### src/rtl/ser_out_rx.sv
// ser_out_rx: serial frame receiver for the chip's ser_out stream.
// Frame: start(0), DATA_W data bits LSB first, even parity, stop(1), one bit per ser_clk.
// Good words are buffered in a FIFO_DEPTH-entry FIFO with a valid/ready read port.
// Optional saturating error counter enabled by defining SER_RX_ERR_CNT_EN.
module ser_out_rx #(
  parameter int unsigned DATA_W     = 8,
  parameter int unsigned FIFO_DEPTH = 4
) (
  input  logic              ser_clk,
  input  logic              reset_n,
  input  logic              ser_out,
  input  logic              rx_ready,
  output logic              rx_valid,
  output logic [DATA_W-1:0] rx_data,
  output logic              busy,
  output logic              par_err,
  output logic              frame_err,
  output logic              overflow,
  output logic [7:0]        err_cnt
);

  localparam int unsigned AW = (FIFO_DEPTH > 1) ? $clog2(FIFO_DEPTH) : 1;
  localparam int unsigned CW = (DATA_W > 1) ? $clog2(DATA_W) : 1;

  typedef enum logic [2:0] {StIdle, StData, StPar, StStop, StBreak} state_e;

  state_e              state_q, state_d;
  logic                rx_s;
  logic [CW-1:0]       bit_cnt;
  logic [DATA_W-1:0]   shift;
  logic                par_bad;

  logic [DATA_W-1:0]   mem [FIFO_DEPTH];
  logic [AW-1:0]       wr_ptr, rd_ptr;
  logic [AW:0]         count;

  logic                last_bit;
  logic                good_word, par_hit, frame_hit, ovf_hit;
  logic                full, pop, do_push;

  assign last_bit = (bit_cnt == CW'(DATA_W - 1));
  assign full     = (count == (AW + 1)'(FIFO_DEPTH));
  assign rx_valid = (count != '0);
  assign rx_data  = mem[rd_ptr];
  assign pop      = rx_valid && rx_ready;

  // State register
  always_ff @(posedge ser_clk or negedge reset_n) begin
    if (!reset_n) state_q <= StIdle;
    else          state_q <= state_d;
  end

  // Next-state logic; acts only on the registered line sample
  always_comb begin
    state_d = state_q;
    case (state_q)
      StIdle:  if (!rx_s) state_d = StData;
      StData:  if (last_bit) state_d = StPar;
      StPar:   state_d = StStop;
      StStop:  state_d = rx_s ? StIdle : StBreak;
      StBreak: if (rx_s) state_d = StIdle;
      default: state_d = StIdle;
    endcase
  end

  // Output decode: frame outcome in STOP and the busy flag
  always_comb begin
    busy      = (state_q != StIdle);
    good_word = (state_q == StStop) && rx_s && !par_bad;
    par_hit   = (state_q == StStop) && rx_s && par_bad;
    frame_hit = (state_q == StStop) && !rx_s;
    // A simultaneous pop frees a slot, so a full FIFO only overflows without one
    ovf_hit   = good_word && full && !pop;
    do_push   = good_word && !ovf_hit;
  end

  // Line sampling, bit counting, data shifting and registered error pulses
  always_ff @(posedge ser_clk or negedge reset_n) begin
    if (!reset_n) begin
      rx_s      <= 1'b1;
      bit_cnt   <= '0;
      shift     <= '0;
      par_bad   <= 1'b0;
      par_err   <= 1'b0;
      frame_err <= 1'b0;
      overflow  <= 1'b0;
    end else begin
      rx_s      <= ser_out;
      par_err   <= par_hit;
      frame_err <= frame_hit;
      overflow  <= ovf_hit;
      case (state_q)
        StIdle: bit_cnt <= '0;
        StData: begin
          shift[bit_cnt] <= rx_s;
          if (!last_bit) bit_cnt <= bit_cnt + 1'b1;
        end
        StPar:  par_bad <= (^shift) ^ rx_s;
        default: ;
      endcase
    end
  end

  // Output FIFO: pointers wrap naturally at the power-of-2 depth
  always_ff @(posedge ser_clk or negedge reset_n) begin
    if (!reset_n) begin
      wr_ptr <= '0;
      rd_ptr <= '0;
      count  <= '0;
      for (int i = 0; i < FIFO_DEPTH; i++) mem[i] <= '0;
    end else begin
      if (do_push) begin
        mem[wr_ptr] <= shift;
        wr_ptr      <= wr_ptr + 1'b1;
      end
      if (pop) rd_ptr <= rd_ptr + 1'b1;
      case ({do_push, pop})
        2'b10:   count <= count + 1'b1;
        2'b01:   count <= count - 1'b1;
        default: ;
      endcase
    end
  end

`ifdef SER_RX_ERR_CNT_EN
  logic [7:0] err_cnt_q;

  // Saturating count of cycles with any error pulse
  always_ff @(posedge ser_clk or negedge reset_n) begin
    if (!reset_n) begin
      err_cnt_q <= '0;
    end else if ((par_hit || frame_hit || ovf_hit) && (err_cnt_q != 8'hFF)) begin
      err_cnt_q <= err_cnt_q + 1'b1;
    end
  end

  assign err_cnt = err_cnt_q;
`else
  assign err_cnt = '0;
`endif

endmodule
### config.mk
export PLATFORM = sky130hd
export DESIGN_NAME = ser_out_rx
export DESIGN_NICKNAME = d
export VERILOG_FILES = /design/src/rtl/ser_out_rx.sv
export SDC_FILE = /design/constraint.sdc
export NUM_CORES = 1
export LEC_CHECK = 0
export BUFFER_PORTS_ARGS = -buffer_cell sky130_fd_sc_hd__buf_4
export CAP_MARGIN = 5
export CELL_PAD_IN_SITES_DETAIL_PLACEMENT = 0
export CELL_PAD_IN_SITES_GLOBAL_PLACEMENT = 1
export CORE_ASPECT_RATIO = 0.6
export CORE_UTILIZATION = 35
export DETAILED_ROUTE_END_ITERATION = 8
export PLACE_DENSITY = 0.58
export SYNTH_ARGS = -nofsm -noshare
export SYNTH_HDL_FRONTEND = slang
export SYNTH_SLANG_ARGS = --single-unit
### constraint.sdc
create_clock -name ser_clk -period 2.3 [get_ports ser_clk]
set_input_delay 0.115 -clock ser_clk [delete_from_list [all_inputs] [get_ports ser_clk]]
set_output_delay 0.115 -clock ser_clk [all_outputs]
set_load 0.05 [all_outputs]
==> metrics.csv <==
metric,value,unit
powerDensity,1370,mW/mm^2
grt_pass1_vias,1660,
cts_root_buf,clkbuf_16,
nets,254,
post_drt_wl_per_cell,15.79,um
final_cell_mix,"57 x dfrtp_1, 32 x mux2_4, 23 x buf_4",
grt_pass1_wl,9384,um
clock_sinks,58,
drv_slew,0,
ys_seq_elements,58,
drt_pass1_iterations,4,
yosysSeqAreaShare,47.18,%
path_class,reg2reg,
core,0.008523,sq mm
viasPerCell,4.666,
initial_utilization,36.13,%
routabilityCongestion,0.7476,
fmax,502.6,MHz
synth_ff_type,dfrtp_1,
crit_path_top_delay_cell,dfstp_2,
min_path_type,in2reg,
ys_async_sr_fraction,100.0,%
final.period_utilization,86.50,%
finalHoldViolCount,0,
syn2layout_area_growth,16.33,%
synth.distinct_cells,44,
yosys_warnings,0,
ctsLongestPathBuffers,2,
drt_iter0_drc,138,
antenna_found_initial,0,
avgSynthCellArea,14.06,sq um
crit_buf_inv,0,
grt_max_degree,59,
status,completed,
row_count,26,
tritoncts,done,
numCtsBuffers,9,
max_cap_viol_count,0,
worst_ep_required_time,2510,ps
synth.cell_area,0.003079,sq mm
skew,5.101,ps
leakagePower,1.650,nW
final_common_cell,dfrtp_1,
cts.clk_slew.worst_paths,50,ps
route.detailed.drc,0,
htreeDepth,3,
rsz0062_at_grt,false,
die_w,123.1,um
critPathTopFamily,compound AO/OA/AOI/OAI gates,
crit_fanout,8,
fp.dieArea,0.009189,sq mm
cpPeakStageDelay,540,ps
end_kind,flip-flop,
grt-ovfl-total,0,
drt-total-wl,5669,um
ant_nets,0,
setup_viol,0,
tightest_slew,750.7,ps
clock_latency,320,ps
synth_cells,219,
fin_setup_tns,0,ps
timing.hold.ws,167.1,ps
startpoint_type,flip-flop,
die_y,74.66,um
cp_cell_sequence,nand4b_4 -> o21ai_0 -> fa_1 -> o41ai_1,
drive_gt1_share,39.27,%
cp_data_arrival_time,2200,ps
ir_worst_vdd,479.2,uV
place_hpwl,3761,um
fin_crit,1990,ps
post-cts-setup-buffer-count,0,
diodes,0,
cts_resized,0,
io_pins,25,
portBuffers,16,
num_vias,1675,
slew_headroom,49.95,%
track_usage,14.40,%
synth_edf_count,0,
## power by group
group / leakage, nW / internal [mW] / switching, mW / total, mW
logic: 0.734 / 0.937 / 0.767 / 1.70
registers: 0.760 / 1.33 / 0.446 / 1.77
clock network: 0.156 / 1.00 / 0.432 / 1.43
total: 1.65 / 3.26 / 1.65 / 4.91
## cells by family (layout without fill, tap and decap cells)
logic type	count (synthesis)	count (layout)	share of synthesized area (%)
fa+ha+maj	7	7	3.088
other cells	1	8	0.1218
xor+xnor	11	11	3.576
buf+inv	25	46	6.461
simple gates	49	49	10.52
compound gates	19	19	4.308
flops	58	58	47.18
mux	49	49	24.75
## sequential cells by signal (all words and copies together), names as in the netlist
register	count
overflow	1
count	3
shift	8
par_err	1
rx_s	1
wr_ptr	2
par_bad	1
state_q	3
rd_ptr	2
mem	32
bit_cnt	3
frame_err	1
## area by class of cell
cell class                      count  area, sq um
Clock buffer                       13        260.3
Tap cell                          112        140.1
Multi-Input combinational cell    143         1454
Timing Repair Buffer               25        192.7
Inverter                            6        22.52
Fill cell                         805         4941
Clock inverter                      2        60.06
Sequential cell                    58         1453
## per-layer routing
metal	part of all wire [%]	wire, um	vias up	track usage (%)
li1	-	-	806	-
met3	4.7	269	7	5.379
met5	0	0	-	0
met2	37	2119	29	18.60
met4	1.3	72	0	6.426
met1	57	3207	833	21.10
## metrics by stage
stage          total power [mW]  instance area (sq um)  setup slack (ps)  instances  utilization, %
2_1_floorplan             3.066                   3105             428.6        226               -
3_3_place_gp              3.489                   3242             386.5        342           38.04
3_5_place_dp              3.502                   3242             316.0        342           38.04
4_1_cts                   4.963                   3582             282.4        359           42.03
5_1_grt                   5.200                   3582             140.7        359           42.03
6_report                  4.908                   3582             310.4        359           42.03
## final timing paths
| check | cells after the start | endpoint | slack, ps | from |
|---|---|---|---|---|
| setup / recovery | 4 | count[1]$_DFFE_PN0P_ | 310 | rx_s$_DFF_PN1_ |
| hold / removal | 3 | overflow$_DFF_PN0_ | 170 | rx_ready |
| setup reg to reg | 4 | count[1]$_DFFE_PN0P_ | 310 | rx_s$_DFF_PN1_ |
| hold reg to reg | 1 | mem[0]$_DFFE_PN0P_ | 510 | mem[0]$_DFFE_PN0P_ |
| max in group asynchronous | 2 | bit_cnt[2]$_DFFE_PN0P_ | 1400 | reset_n |
| min in group asynchronous | 2 | mem[4]$_DFFE_PN0P_ | 400 | reset_n |
## Yosys cell counts, types with 2 or more instances
cell type | number | area, sq um
buf_12 | 4 | 80.08
buf_2 | 2 | 10.01
mux4_2 | 8 | 180.2
mux2_2 | 9 | 101.4
dfrtp_1 | 57 | 1426
and2_4 | 4 | 35.03
xor2_1 | 3 | 26.28
a21oi_1 | 2 | 10.01
nand3b_1 | 2 | 15.01
nor3_1 | 3 | 15.01
o21ai_0 | 6 | 30.03
nor2_1 | 10 | 37.54
xnor2_1 | 7 | 61.31
inv_1 | 6 | 22.52
o41ai_1 | 2 | 17.52
nand3_1 | 3 | 15.01
buf_4 | 8 | 60.06
ha_1 | 6 | 75.07
nand2_1 | 10 | 37.54
clkbuf_1 | 3 | 11.26
and3_1 | 2 | 12.51
nand2b_1 | 2 | 12.51
or3_1 | 3 | 18.77
mux2_4 | 32 | 480.5
nor2b_1 | 2 | 12.51
a22o_1 | 5 | 43.79
## tightest hold or removal path: stages
cell and delay [ps]:
buf_4 130, nor4b_4 60, and2_1 150
## what timing repair did
action / 4_1_cts / 5_1_grt
hold buffers: 2 / 0
endpoints found under the hold margin: 58 / 0
setup endpoints to repair: 0 / 0
(Power assumes the default switching activity.)
